--- src/rtl/pa_clic_arb_pipe.sv ---
// CLIC arbiter: 2-stage tournament over kid slots with threshold filter and hold.
// Define CLIC_ARB_SINGLE_STAGE_EN to drop the stage-1 registers (1-cycle latency).
`ifndef CLIC_INTCTLBITS
`define CLIC_INTCTLBITS 3
`endif

module pa_clic_arb_pipe #(
    parameter int unsigned NUM_INT        = 64,
    parameter int unsigned CLICINTCTLBITS = `CLIC_INTCTLBITS,
    parameter int unsigned INT_ID_W       = 12
) (
    input  logic                                    forever_cpuclk,
    input  logic                                    cpurst_b,
    input  logic [NUM_INT-1:0]                      kid_arb_int_req,
    input  logic [NUM_INT-1:0]                      kid_arb_int_hv,
    input  logic [NUM_INT*(CLICINTCTLBITS+1)-1:0]   kid_arb_int_all,
    input  logic [CLICINTCTLBITS-1:0]               clic_mintthresh,
    input  logic                                    ctrl_arb_int_hold,
    output logic                                    arb_ctrl_int_vld,
    output logic [INT_ID_W-1:0]                     arb_ctrl_int_id,
    output logic [CLICINTCTLBITS-1:0]               arb_ctrl_int_ctl,
    output logic                                    arb_ctrl_int_hv
);

    localparam int unsigned NUM_GRP = NUM_INT / 4;
    localparam int unsigned SLOT_W  = CLICINTCTLBITS + 1;

    if (NUM_INT > (64'd1 << INT_ID_W)) begin : g_id_w_chk
        $error("pa_clic_arb_pipe: NUM_INT exceeds 2**INT_ID_W");
    end
    if ((NUM_INT % 4) != 0 || NUM_INT < 4 || NUM_INT > 64) begin : g_num_int_chk
        $error("pa_clic_arb_pipe: NUM_INT must be a multiple of 4 in 4..64");
    end

    logic [NUM_GRP-1:0]                     grp_vld_d, grp_vld_q;
    logic [NUM_GRP-1:0][1:0]                grp_idx_d, grp_idx_q;
    logic [NUM_GRP-1:0][CLICINTCTLBITS-1:0] grp_ctl_d, grp_ctl_q;
    logic [NUM_GRP-1:0]                     grp_hv_d,  grp_hv_q;

    // Ascending scan with >= lets the higher slot index win a ctl tie.
    always_comb begin
        grp_vld_d = '0;
        grp_idx_d = '0;
        grp_ctl_d = '0;
        grp_hv_d  = '0;
        for (int g = 0; g < int'(NUM_GRP); g++) begin
            for (int s = 0; s < 4; s++) begin
                if (kid_arb_int_req[g*4+s] && kid_arb_int_all[(g*4+s)*SLOT_W] &&
                    (!grp_vld_d[g] ||
                     kid_arb_int_all[(g*4+s)*SLOT_W+1 +: CLICINTCTLBITS] >= grp_ctl_d[g])) begin
                    grp_vld_d[g] = 1'b1;
                    grp_idx_d[g] = 2'(s);
                    grp_ctl_d[g] = kid_arb_int_all[(g*4+s)*SLOT_W+1 +: CLICINTCTLBITS];
                    grp_hv_d[g]  = kid_arb_int_hv[g*4+s];
                end
            end
        end
    end

`ifdef CLIC_ARB_SINGLE_STAGE_EN
    assign grp_vld_q = grp_vld_d;
    assign grp_idx_q = grp_idx_d;
    assign grp_ctl_q = grp_ctl_d;
    assign grp_hv_q  = grp_hv_d;
`else
    always_ff @(posedge forever_cpuclk or negedge cpurst_b) begin
        if (!cpurst_b) begin
            grp_vld_q <= '0;
            grp_idx_q <= '0;
            grp_ctl_q <= '0;
            grp_hv_q  <= '0;
        end else begin
            grp_vld_q <= grp_vld_d;
            grp_idx_q <= grp_idx_d;
            grp_ctl_q <= grp_ctl_d;
            grp_hv_q  <= grp_hv_d;
        end
    end
`endif

    logic                      cand_vld;
    logic [INT_ID_W-1:0]       cand_id;
    logic [CLICINTCTLBITS-1:0] cand_ctl;
    logic                      cand_hv;
    logic                      pass_vld;

    always_comb begin
        cand_vld = 1'b0;
        cand_id  = '0;
        cand_ctl = '0;
        cand_hv  = 1'b0;
        for (int g = 0; g < int'(NUM_GRP); g++) begin
            if (grp_vld_q[g] && (!cand_vld || grp_ctl_q[g] >= cand_ctl)) begin
                cand_vld = 1'b1;
                cand_id  = INT_ID_W'(g * 4) + INT_ID_W'(grp_idx_q[g]);
                cand_ctl = grp_ctl_q[g];
                cand_hv  = grp_hv_q[g];
            end
        end
        pass_vld = cand_vld && (cand_ctl > clic_mintthresh);
    end

    always_ff @(posedge forever_cpuclk or negedge cpurst_b) begin
        if (!cpurst_b) begin
            arb_ctrl_int_vld <= 1'b0;
            arb_ctrl_int_id  <= '0;
            arb_ctrl_int_ctl <= '0;
            arb_ctrl_int_hv  <= 1'b0;
        end else if (!ctrl_arb_int_hold) begin
            arb_ctrl_int_vld <= pass_vld;
            arb_ctrl_int_id  <= pass_vld ? cand_id  : '0;
            arb_ctrl_int_ctl <= pass_vld ? cand_ctl : '0;
            arb_ctrl_int_hv  <= pass_vld && cand_hv;
        end
    end

endmodule

--- config.mk ---
export PLATFORM = sky130hd
export DESIGN_NAME = pa_clic_arb_pipe
export DESIGN_NICKNAME = d
export VERILOG_FILES = /design/src/rtl/pa_clic_arb_pipe.sv
export SDC_FILE = /design/constraint.sdc
export NUM_CORES = 1
export LEC_CHECK = 0
export ABC_AREA = 1
export CAP_MARGIN = 20
export CELL_PAD_IN_SITES_DETAIL_PLACEMENT = 1
export CELL_PAD_IN_SITES_GLOBAL_PLACEMENT = 1
export CORE_MARGIN = 10
export CORE_UTILIZATION = 35
export CTS_CLUSTER_DIAMETER = 50
export CTS_CLUSTER_SIZE = 30
export DETAILED_ROUTE_END_ITERATION = 16
export GPL_TIMING_DRIVEN = 1
export PLACE_DENSITY = 0.94
export SETUP_SLACK_MARGIN = 0.2
export SLEW_MARGIN = 20
export SYNTH_ARGS = -nofsm -noshare
export SYNTH_HDL_FRONTEND = slang
export SYNTH_SLANG_ARGS = --single-unit
--- constraint.sdc ---
create_clock -name forever_cpuclk -period 25.3 [get_ports forever_cpuclk]
set_input_delay 7.59 -clock forever_cpuclk [delete_from_list [all_inputs] [get_ports forever_cpuclk]]
set_output_delay 7.59 -clock forever_cpuclk [all_outputs]
set_load 0.01 [all_outputs]
== Word-level counts from Yosys, hierarchy flattened ==
Cells that the tools add are included.

* Add/sub/neg operators: 15
* Magnitude comparators: 64
* Muxes and demuxes: 306
* Reductions and logical operators: 255

{| class="wikitable"
|+ Operators by type and width
! kind !! number
|-
| 3-bit two-way mux || 81
|-
| 12-bit two-way mux || 16
|-
| 3-bit >= comparator || 63
|-
| 1-bit two-way mux || 176
|-
| 1-bit logical AND || 129
|-
| 2-bit two-way mux || 33
|-
| 1-bit zero test || 63
|-
| 1-bit logical OR || 63
|-
| 6-bit by 2-bit adder with 7-bit output, first input constant || 8
|-
| 5-bit by 2-bit adder with 6-bit output, first input constant || 4
|-
| 4-bit by 2-bit adder with 5-bit output, first input constant || 2
|-
| 3-bit by 2-bit adder with 4-bit output, first input constant || 1
|-
| 3-bit greater-than comparator || 1
|}

* Flip-flop bits (word level): 129
* Input port bits: 390
* Output and inout port bits: 17
* Logic and storage cells: 678

== Logic depth before layout (Yosys ltp) ==
* Word-level depth: 64
* Gate-level depth with buffers: 157

== Least setup slack after synthesis ==
Ideal clock, no wire load.

* Path type: register -> register
* From: reg grp_vld_q[0]
* To: reg arb_ctrl_int_id[2]
* Data arrival time: 15459 ps
* Required time: 25177 ps
* Setup slack: 9718 ps
* Stages on the path, launching flop included: 146
* Path buffers: 9
* Clock period less this slack: 15582 ps
* Cells stage by stage: dfrtp_1 -> buf_6 -> nand2_1 -> inv_1 -> ha_1 -> inv_1 -> nand2_1 -> nand2_1 -> nand2_2 -> nand2_2 -> o21ai_0 -> ha_1 -> a21oi_1 -> nand4_1 -> nand2_1 -> clkbuf_1 -> o21ai_0 -> ha_1 -> [... 110 more ...] -> nand2_1 -> a21oi_1 -> o21ai_2 -> nand2_2 -> buf_6 -> nand3_1 -> and2_1 -> ha_1 -> nand2_1 -> nor2_1 -> a211oi_1 -> a31oi_1 -> nand2_1 -> inv_1 -> nand2_1 -> inv_2 -> o21ai_0 -> nand2_1

* Cells in the longest elaborated chain, start to end: 64

{| class="wikitable"
|+ RTL lines
! element !! line !! text
|-
| from (decl) || 35 || <nowiki>logic [NUM_GRP-1:0] grp_vld_d, grp_vld_q;</nowiki>
|-
| from (signal assigned) || 73 || <nowiki>grp_vld_q <= grp_vld_d;</nowiki>
|-
| 3-bit two-way mux or 1-bit two-way mux (tied branches) || 93 || <nowiki>if (grp_vld_q[g] && (!cand_vld || grp_ctl_q[g] >= cand_ctl)) begin</nowiki>
|-
| 3-bit >= comparator or 1-bit zero test (tied branches) || 93 ||
|-
| 1-bit logical OR || 93 ||
|-
| 1-bit logical AND || 93 ||
|-
| 3-bit two-way mux or 1-bit two-way mux (tied branches) || 93 ||
|-
| 3-bit >= comparator or 1-bit zero test (tied branches) || 93 ||
|-
| 1-bit logical OR || 93 ||
|-
| 1-bit logical AND || 93 ||
|-
| [... 48 more ...] || n/a ||
|-
| 3-bit two-way mux or 1-bit two-way mux (tied branches) || 93 ||
|-
| 3-bit >= comparator or 1-bit zero test (tied branches) || 93 ||
|-
| 1-bit logical OR || 93 ||
|-
| 1-bit logical AND || 93 ||
|-
| 3-bit two-way mux || 93 ||
|-
| 3-bit greater-than comparator || 100 || <nowiki>pass_vld = cand_vld && (cand_ctl > clic_mintthresh);</nowiki>
|-
| 1-bit logical AND || 100 ||
|-
| 12-bit two-way mux * || 111 || <nowiki>arb_ctrl_int_id <= pass_vld ? cand_id : '0;</nowiki>
|-
| to (signal assigned) || 111 ||
|-
| to (decl) || 20 || <nowiki>output logic [INT_ID_W-1:0] arb_ctrl_int_id,</nowiki>
|}

Every way passes the cells marked *; elsewhere a longest branch is shown, timed or not.
A chain may end at the register's enable or synchronous reset.

== Worst setup path in the final report ==
* From: reg grp_vld_q[0]
* To: reg arb_ctrl_int_id[1]

The elaborated chain is that of the path after synthesis.

==> reports/qor.yml <==
route:
  wl_per_cell_um: 18.6
  firstDrtPassIters: 5
  met1_length_mm: 18.7
  wirelength_mm: 47.9
  drc: 0
  top_layer_used: "met5"
  vias: 13300
  drt_iter0_drc: 649
  route.met2.wl_mm: 25.0
  ant_nets: 0
  route.met3.wl_mm: 2.61
  vias_per_cell: 5.18
setup_path:
  crit_top_cell: "nand2_1"
  critPathMaxStageDelay_ns: 0.48
  path_buf_inv: 24
  r2r.worst_path.cells: 147
  crit_fanout: 15
  r2r_end: "arb_ctrl_int_id[1]$_DFFE_PN0N_"
  critPathArrivalTime_ns: 19.92
  slowest_stage: "dfrtp_1"
  critical_path_class: "reg2reg"
  worstPathRequired_ns: 25.67
  crit_family: "simple AND/OR/NAND/NOR gates"
  critPathLaunchType: "flop"
  end_kind: "flop"
  r2r-start: "grp_vld_q[0]$_DFF_PN0_"
  r2r_slack_ns: 5.74
finish:
  seq_area_um2: 3080
  area_growth_pct: 43.3
  fillers: 4223
  final_nets: 2682
  drive_gt1_frac: 0.0504
  multi_input_area_um2: 7760
timing:
  min_period_ns: 19.56
  min_period_over_period: 0.773
  hold_viol: 0
  slew_viol_final: 0
  finalSetupViolations: 0
  rsz0062_at_grt: "false"
  max_slew_margin: 0.405
  skew_ns: 0.0126
  max_freq_ghz: 0.0511
  worst_slew_pin_slew_ns: 0.892
  setup_tns_ns: 0
clock_network:
  hold_buffers: 0
  clkLatencyLatePin_ns: 0.43
  cts.clk_slew.worst_paths_ns: 0.07
  cts_htree_levels: 4
  clockBufferDepth: 2
  tritoncts: "done"
  numCtsBuffers: 17
  post_cts_buffers: 0
  ctsResizeCount: 0
  root_buffer: "clkbuf_16"
  clock-sinks: 123
synth:
  synthSimpleGateAreaFrac: 0.272
  synth_edf_count: 0
  synth_xor_area_frac: 0
  synth_adder_area_share: 0.192
  synth_flop_cell: "dfrtp_1"
  synthMuxAreaShare: 0
  ys_seq_area_frac: 0.260
  synthArstFlopShare: 1.00
  synth_cell_type_count: 39
  synthCells: 1709
  synth_warnings: 0
  synth.avg_cell_area_um2: 6.93
  ys_ff_latch: 123
  synth_compound_area_frac: 0.186
  syn_area_um2: 11800
  synth_top_family_by_area: "simple AND/OR/NAND/NOR gates"
floorplan:
  die_x_um: 204
  die_area_um2: 41600
  rows: 67
  boundaryPins: 407
  core_area_um2: 33400
  die_h_um: 204
  start_util: 0.354
global_routing:
  grt.overflow.total: 0
  gr-usage-all-layers: 0.222
  grt_pass1_vias: 14800
  grt_max_degree: 74
  grt_pass1_wl_mm: 74.6
  antenna_found_initial: 6
power:
  p_total_w: 0.00246
  powerDensity_nw_per_um2: 145
  ir_drop_mv: 0.154
  p_leak_nw: 8.55
hold_path:
  holdPathEnd: "arb_ctrl_int_id[2]$_DFFE_PN0N_"
  worstHoldPathCells: 2
  min_path_type: "reg2reg"
  hold_start: "arb_ctrl_int_id[2]$_DFFE_PN0N_"
place:
  portBuffers: 400
  hpwlAfterDp_mm: 41.1
  gp_congestion: 0.900
status:
  status: "finished clean"
run:
  max-cap-violations: 0
-- worst register-to-register path, delay by kind of cell, from the launching register on --
family | cells | cell delay (ns)
simple gates | 75 | 7.73
compound gates | 32 | 4.97
fa+ha+maj | 16 | 4.77
buf+inv | 24 | 1.51
flops | 1 | 0.48
-- final cells by class --
class | instances | share of cell area
tap | 448 | 0.0330
sequential | 123 | 0.181
multi-input combinational | 1329 | 0.457
timing repair buffer | 413 | 0.242
clock inverter | 15 | 0.0103
antenna | 7 | 0.00103
clock buffer | 17 | 0.0251
inverter | 226 | 0.0503
-- cells in the mapped netlist (9+ instances only) --
library cell  instances  share of area
clkbuf_1             17         0.0054
dfrtp_1             123           0.26
a31oi_1              12         0.0063
nand2_2              31          0.016
o21a_1               11         0.0070
inv_1               219          0.069
ha_1                182           0.19
nand2_1             483           0.15
nor2_1               98          0.031
buf_4                 9         0.0057
o2111ai_1            32          0.024
nand3_1             102          0.043
nand3_2               9         0.0076
o21ai_0             197          0.083
a21oi_1              86          0.036
o211ai_1             22          0.014
o311ai_0             16          0.012
-- placed cells by master (no fill, tap or decap), types with 12 or more instances in the layout --
| cell type | count |
|---|---|
| clkdlybuf4s50_1 | 399 |
| nand3_1 | 102 |
| a31oi_1 | 12 |
| inv_1 | 219 |
| o2111ai_1 | 32 |
| o211ai_1 | 22 |
| a21oi_1 | 86 |
| o21ai_0 | 197 |
| clkbuf_16 | 17 |
| nor2_1 | 98 |
| nand2_1 | 483 |
| nand2_2 | 31 |
| o311ai_0 | 12 |
| ha_1 | 182 |
| dfrtp_1 | 123 |
| buf_4 | 14 |
-- state kept, by name, indices dropped and copies added (netlist names) --
register          cells
grp_hv_q             16
grp_idx_q            32
grp_vld_q            16
grp_ctl_q            48
arb_ctrl_int_hv       1
arb_ctrl_int_id       6
arb_ctrl_int_vld      1
arb_ctrl_int_ctl      3
-- stage by stage --
stage | hold slack (ns) | area (um2) | utilization | setup slack (ns) | std cells
finish | 0.485 | 17000 | 0.507 | 5.74 | 2578
floorplan | 0.516 | 11900 | - | 9.72 | 1714
CTS | 0.490 | 16900 | 0.506 | 5.80 | 2571
global route | 0.526 | 17000 | 0.507 | 3.52 | 2575
detailed placement | 0.475 | 16300 | 0.488 | 6.34 | 2539
global placement | 0.474 | 16300 | 0.488 | 8.16 | 2539
-- worst max-delay path by stage --
| stage | from | endpoint | cells past startpoint |
|---|---|---|---|
| 6_report | grp_vld_q[0]$_DFF_PN0_ | arb_ctrl_int_id[1]$_DFFE_PN0N_ | 147 |
| 5_1_grt | grp_vld_q[0]$_DFF_PN0_ | arb_ctrl_int_id[0]$_DFFE_PN0N_ | 148 |
| 4_1_cts | grp_vld_q[0]$_DFF_PN0_ | arb_ctrl_int_id[1]$_DFFE_PN0N_ | 147 |
| 3_5_place_dp | grp_vld_q[0]$_DFF_PN0_ | arb_ctrl_int_ctl[1]$_DFFE_PN0N_ | 147 |
| 3_3_place_gp | grp_vld_q[0]$_DFF_PN0_ | arb_ctrl_int_id[2]$_DFFE_PN0N_ | 148 |
| 2_1_floorplan | grp_vld_q[0]$_DFF_PN0_ | arb_ctrl_int_id[2]$_DFFE_PN0N_ | 145 |
-- kinds of logic (layout without fill, tap and decap cells) --
| kind of cell | after synthesis | after routing |
|---|---|---|
| and+or+nand+nor | 758 | 758 |
| adders and majority gates | 182 | 182 |
| other | 1 | 13 |
| buffers and inverters | 262 | 671 |
| AOI/OAI and AO/OA | 383 | 383 |
| DFF | 123 | 123 |
-- per-layer routing --
metal	vias to the layer above	track usage
li1	6533	-
met1	6343	0.237
met2	367	0.411
met3	102	0.0496
met4	2	0.0930
met5	-	0
-- power by group --
| part | internal [W] | leakage (nW) | switching, W |
|---|---|---|---|
| clock | 0.000148 | 0.289 | 0.000101 |
| sequential | 0.000238 | 1.49 | 0.0000209 |
| combinational | 0.000679 | 6.77 | 0.00127 |
Power figures use the tool's default switching activity.
==> variant 1: new RTL, same flow settings <==
`INT_ID_W`: 12 -> 11.
--- a/src/rtl/pa_clic_arb_pipe.sv
+++ b/src/rtl/pa_clic_arb_pipe.sv
@@ -8,5 +8,5 @@
     parameter int unsigned NUM_INT        = 64,
     parameter int unsigned CLICINTCTLBITS = `CLIC_INTCTLBITS,
-    parameter int unsigned INT_ID_W       = 12
+    parameter int unsigned INT_ID_W       = 11
 ) (
     input  logic                                    forever_cpuclk,
Ports: changed (resized arb_ctrl_int_id); port bits go from 407 to 406. The function was not compared with the original's and may differ.
==> variant 1 against the unedited design <==
- sequential cell count unchanged
- via count up 0.40%
- power down 0.11%
- hold slack better by 17 ps
- setup slack better by 38 ps
- wire length up 1.4%
- utilization down 0.12 points
- global-route usage up 0.45 points
- synthesized area about the same
- final area down 0.23%
- cell count down 0.16%
- critical endpoint is now arb_ctrl_int_id[2]
- largest cell class unchanged
==> variant 1: results (changes against the unedited design) <==
Leakage: 8.54 nW (was 8.55 nW)
Met1 global-route usage: 24.0% (was 23.7%)
Crit path DAT: 19830 ps (was 19920 ps)
Reg power frac: 10.6%
Layout cells sized above 1: 5.04% (about the same)
Crit-path max FO: 15 (unchanged)
Clk pin slew, worst setup/hold paths: 70 ps (about the same)
Yosys warns: 0 (unchanged)
H-tree levels: 4 (unchanged)
Vias in the first global route: 15046 (was 14840)
Fin cells: 2574 (was 2578)
Post-synthesis cell type count: 39 (unchanged)
Placed insts: 2538 (was 2539)
First-pass GRT wire length: 76.5 mm (was 74.6 mm)
Synth top cells by count: nand2_1, inv_1, o21ai_0, ha_1, dfrtp_1 (unchanged)
Largest net degree at the start of global routing: 67 (was 74)
Longest Clk Path Bufs: 2 (unchanged)
WHS: 502 ps (was 485 ps)
Met2 Track Usage GR: 43.3% (was 41.1%)
Asr flop ratio synth: 100% (unchanged)
Power in combinational cells: 1.96 mW
DRT iter0 DRCs: 488 (was 649)
Placed inst area: 16300 um2 (about the same)
Synth Instances: 1708 (was 1709)
HPWL after DPL: 41.8 mm (was 41.1 mm)
Biggest regs: grp_ctl_q (48), grp_idx_q (32) (unchanged)
Num CTS Buffers: 17 (unchanged)
Routed WL per cell: 18.9 um (was 18.6 um)
Post-CTS setup buffers: 0 (unchanged)
GRT Util Overall: 22.6% (was 22.2%)
Switching pwr: 1.40 mW (was 1.39 mW)
VDD IR max: 0.000172 V (was 0.000154 V)
Port bufs: 400 (unchanged)
GRT met3 Usage: 5.25% (was 4.96%)
Largest stage delay, worst path: 480 ps (about the same)
PostCTS Resize Cnt: 0 (unchanged)
Clk_lat worst skew: 440 ps
RD Place Congestion: 0.933 (was 0.900)
Setup ws final: 5780 ps (was 5740 ps)
Fin nets: 2681 (was 2682)
Critical-path top delay cell: dfrtp_1 (unchanged)
Initial antenna violation count: 6 (unchanged)
First-pass DRT Iterations: 4 (was 5)
Setup Skew: 11.6 ps (was 12.6 ps)
Switching Share: 57.0% (was 56.6%)
Status: completed (unchanged)
Vias: 13400 (was 13347)
Setup WS pre-CTS: 6430 ps (was 6340 ps)
CTS root buffer: clkbuf_16 (unchanged)
Sequential share of the synthesized area: 26.0% (about the same)
Slew HR: 42.4% (was 40.5%)
Top cells by area, synth: dfrtp_1, ha_1, nand2_1 (unchanged)
Hold WC Path Type: reg2reg (unchanged)
Die area: 41600 um2 (about the same)
variant 1: changes by cell type in the layout (fill, tap and decap cells not counted), sizes merged:
| cell | unedited run | this run |
|---|---|---|
| clkinv | 3 | 5 |
| bufinv | 2 | 0 |
| diode | 7 | 4 |
| conb | 6 | 5 |
variant 1: path summary, 6_finish.rpt:
check                              startpoint            endpoint  cells past startpoint
min in group asynchronous            cpurst_b       grp_ctl_q[42]                      1
min reg2reg                arb_ctrl_int_id[1]  arb_ctrl_int_id[1]                      2
max reg2reg                      grp_vld_q[0]  arb_ctrl_int_id[2]                    147
max                              grp_vld_q[0]  arb_ctrl_int_id[2]                    147
max in group asynchronous            cpurst_b        grp_ctl_q[6]                      2
min                        arb_ctrl_int_id[1]  arb_ctrl_int_id[1]                      2
variant 1: cell type report:
cell class,count,area (um2)
sequential,123,3080
clock buffer,17,425
timing repair buffer,413,4100
multi-input combinational,1328,7750
tap,448,561
fill,4251,16500
inverter,226,853
antenna,4,10.0
clock inverter,15,146
variant 1: worst max-delay path: cells and delay by family (launching register included):
family / cells / cell delay [ps]
AOI/OAI and AO/OA: 32 / 4970
adders and majority gates: 16 / 4780
buffers and inverters: 25 / 1630
DFF: 1 / 480
and+or+nand+nor: 74 / 7520
variant 1: logic make-up (layout without fill, tap and decap cells):
logic type | count (synthesis) | after routing | share of synthesized area [%]
buffers and inverters | 261 | 671 | 8.83
other | 1 | 9 | 0.0317
AOI/OAI and AO/OA | 383 | 383 | 18.7
adders and majority gates | 182 | 182 | 19.2
DFF | 123 | 123 | 26.0
and+or+nand+nor | 758 | 758 | 27.2
variant 1: per-layer routing:
layer / up-vias / part of all wire (%)
met5: - / 0.082
met4: 6 / 2.3
met3: 76 / 5.3
met2: 340 / 53
met1: 6453 / 39
li1: 6525 / -
==> variant 2: new RTL, same flow settings <==
Without the edit above. Add an input register stage for `kid_arb_int_req`, cleared by the reset; this delays it by one clock. The other inputs are not delayed to match.
--- a/src/rtl/pa_clic_arb_pipe.sv
+++ b/src/rtl/pa_clic_arb_pipe.sv
@@ -26,4 +26,14 @@
     localparam int unsigned SLOT_W  = CLICINTCTLBITS + 1;
 
+    logic [NUM_INT-1:0] kid_arb_int_req_q;
+
+    always_ff @(posedge forever_cpuclk or negedge cpurst_b) begin
+        if (!cpurst_b) begin
+            kid_arb_int_req_q <= '0;
+        end else begin
+            kid_arb_int_req_q <= kid_arb_int_req;
+        end
+    end
+
     if (NUM_INT > (64'd1 << INT_ID_W)) begin : g_id_w_chk
         $error("pa_clic_arb_pipe: NUM_INT exceeds 2**INT_ID_W");
@@ -46,5 +56,5 @@
         for (int g = 0; g < int'(NUM_GRP); g++) begin
             for (int s = 0; s < 4; s++) begin
-                if (kid_arb_int_req[g*4+s] && kid_arb_int_all[(g*4+s)*SLOT_W] &&
+                if (kid_arb_int_req_q[g*4+s] && kid_arb_int_all[(g*4+s)*SLOT_W] &&
                     (!grp_vld_d[g] ||
                      kid_arb_int_all[(g*4+s)*SLOT_W+1 +: CLICINTCTLBITS] >= grp_ctl_d[g])) begin
Check against the original RTL: not equivalent (a bounded check fails within 4 cycles, from zero or initial values and one cycle with cpurst_b low).
==> variant 2 against the unedited design <==
- synthesized area is 13% higher
- final area up 9.9%
- setup slack gained 230 ps
- sequential share of layout area increased by 7.0 points
- wire length rose by 11%
- power increased by 3.6%
- combinational power is 3% lower
- sequential cell count rose by 64
- critical path type unchanged
- largest power group unchanged
==> variant 2: results (changes against the unedited design) <==
Post-CTS setup buffers: 0 (unchanged)
WHS: 488 ps (was 485 ps)
Tot Pwr: 2.55 mW (was 2.46 mW)
HPWL after DPL: 43.8 mm (was 41.1 mm)
Critical-path top delay cell: dfrtp_1 (unchanged)
RD Place Congestion: 0.908 (was 0.900)
R2r endpoint: arb_ctrl_int_id[0] (was arb_ctrl_int_id[1])
Initial antenna violation count: 14 (was 6)
First-pass GRT wire length: 83.2 mm (was 74.6 mm)
Setup Skew: 9.52 ps (was 12.6 ps)
Clock-cell share: 3.17% (was 3.53%)
Sequential share of the synthesized area: 34.9% (was 26.0%)
Crit path DAT: 19750 ps (was 19920 ps)
Setup WS pre-CTS: 6310 ps (was 6340 ps)
Filler cell count in the final layout: 4620 (was 4223)
Placed inst area: 18000 um2 (was 16300 um2)
Reg power frac: 14.5% (was 10.5%)
Antenna Diode Count: 8 (was 7)
Status: completed (unchanged)
Clock Buffer Count: 18 (was 17)
Register Area: 4680 um2 (was 3080 um2)
Non-clock buffer share of cell area: 22.2% (was 24.2%)
Via density per instance: 5.08 (was 5.18)
Clock share of power: 11.2% (was 10.2%)
Leakage: 9.31 nW (was 8.55 nW)
Hold WC Path Type: reg2reg (unchanged)
Fin nets: 2750 (was 2682)
Layout cells sized above 1: 4.84% (was 5.04%)
GRT Util Overall: 22.6% (was 22.2%)
Routed WL per cell: 19.6 um (was 18.6 um)
VDD IR max: 0.000151 V (was 0.000154 V)
Non-clk bufs: 418 (was 413)
Top cells by area, synth: dfrtp_1, ha_1, nand2_1 (unchanged)
DRT iter0 DRCs: 551 (was 649)
Synth top cells by count: nand2_1, inv_1, o21ai_0, dfrtp_1, ha_1 (was nand2_1, inv_1, o21ai_0, ha_1, dfrtp_1)
Inverters: 225 (was 226)
FF-to-FF setup slack: 5970 ps (was 5740 ps)
Row Count: 71 (was 67)
Largest net degree at the start of global routing: 68 (was 74)
FF-to-FF Start: grp_vld_q[0] (unchanged)
Slew @ Worst Pin: 919 ps (was 892 ps)
First-pass DRT Iterations: 4 (was 5)
Asr flop ratio synth: 100% (unchanged)
Area grow syn2layout: 38.9% (was 43.3%)
Multi-In Gates: 1329 (unchanged)
Clock sink count: 187 (was 123)
Switching pwr: 1.37 mW (was 1.39 mW)
Hold Startpoint: arb_ctrl_int_vld (was arb_ctrl_int_id[2])
Placed insts: 2670 (was 2539)
Worst hold endpoint: arb_ctrl_int_vld (was arb_ctrl_int_id[2])
Multi-input combinational area share: 41.4% (was 45.7%)
Vias in the first global route: 15608 (was 14840)
CP top delay family: simple AND/OR/NAND/NOR gates (unchanged)
Post-synthesis cell type count: 36 (was 39)
Biggest regs: kid_arb_int_req_q (64), grp_ctl_q (48), grp_idx_q (32) (was grp_ctl_q (48), grp_idx_q (32))
Clk_lat worst skew: 490 ps (was 430 ps)
Synth Instances: 1772 (was 1709)
Vias: 13759 (was 13347)
Biggest register: kid_arb_int_req_q (was grp_ctl_q)
## variant 2: how the worst max path moves through the flow
stage | from | endpoint | slack (ps)
finish | grp_vld_q[0] | arb_ctrl_int_id[0] | 5970
detailed placement | grp_vld_q[0] | arb_ctrl_int_id[0] | 6310
global placement | grp_vld_q[0] | arb_ctrl_int_id[3] | 8060
CTS | grp_vld_q[0] | arb_ctrl_int_id[0] | 6090
floorplan | grp_vld_q[0] | arb_ctrl_int_id[2] | 9390
global route | grp_vld_q[0] | arb_ctrl_int_id[3] | 3870
## variant 2: logic make-up after synthesis
family          count (synthesis)  synth area share [%]
simple gates                  758                  24.0
fa+ha+maj                     182                  17.0
compound gates                383                  16.5
flops                         187                  34.9
buf+inv                       261                  7.69
other cells                     1                0.0280
## variant 2: per-layer routing
metal	vias to the layer above	wire length (um)	track usage [%]
met3	100	3150	6.80
met2	343	27000	40.5
li1	6740	-	-
met1	6566	21200	24.2
met5	-	66	0
met4	10	1640	9.34
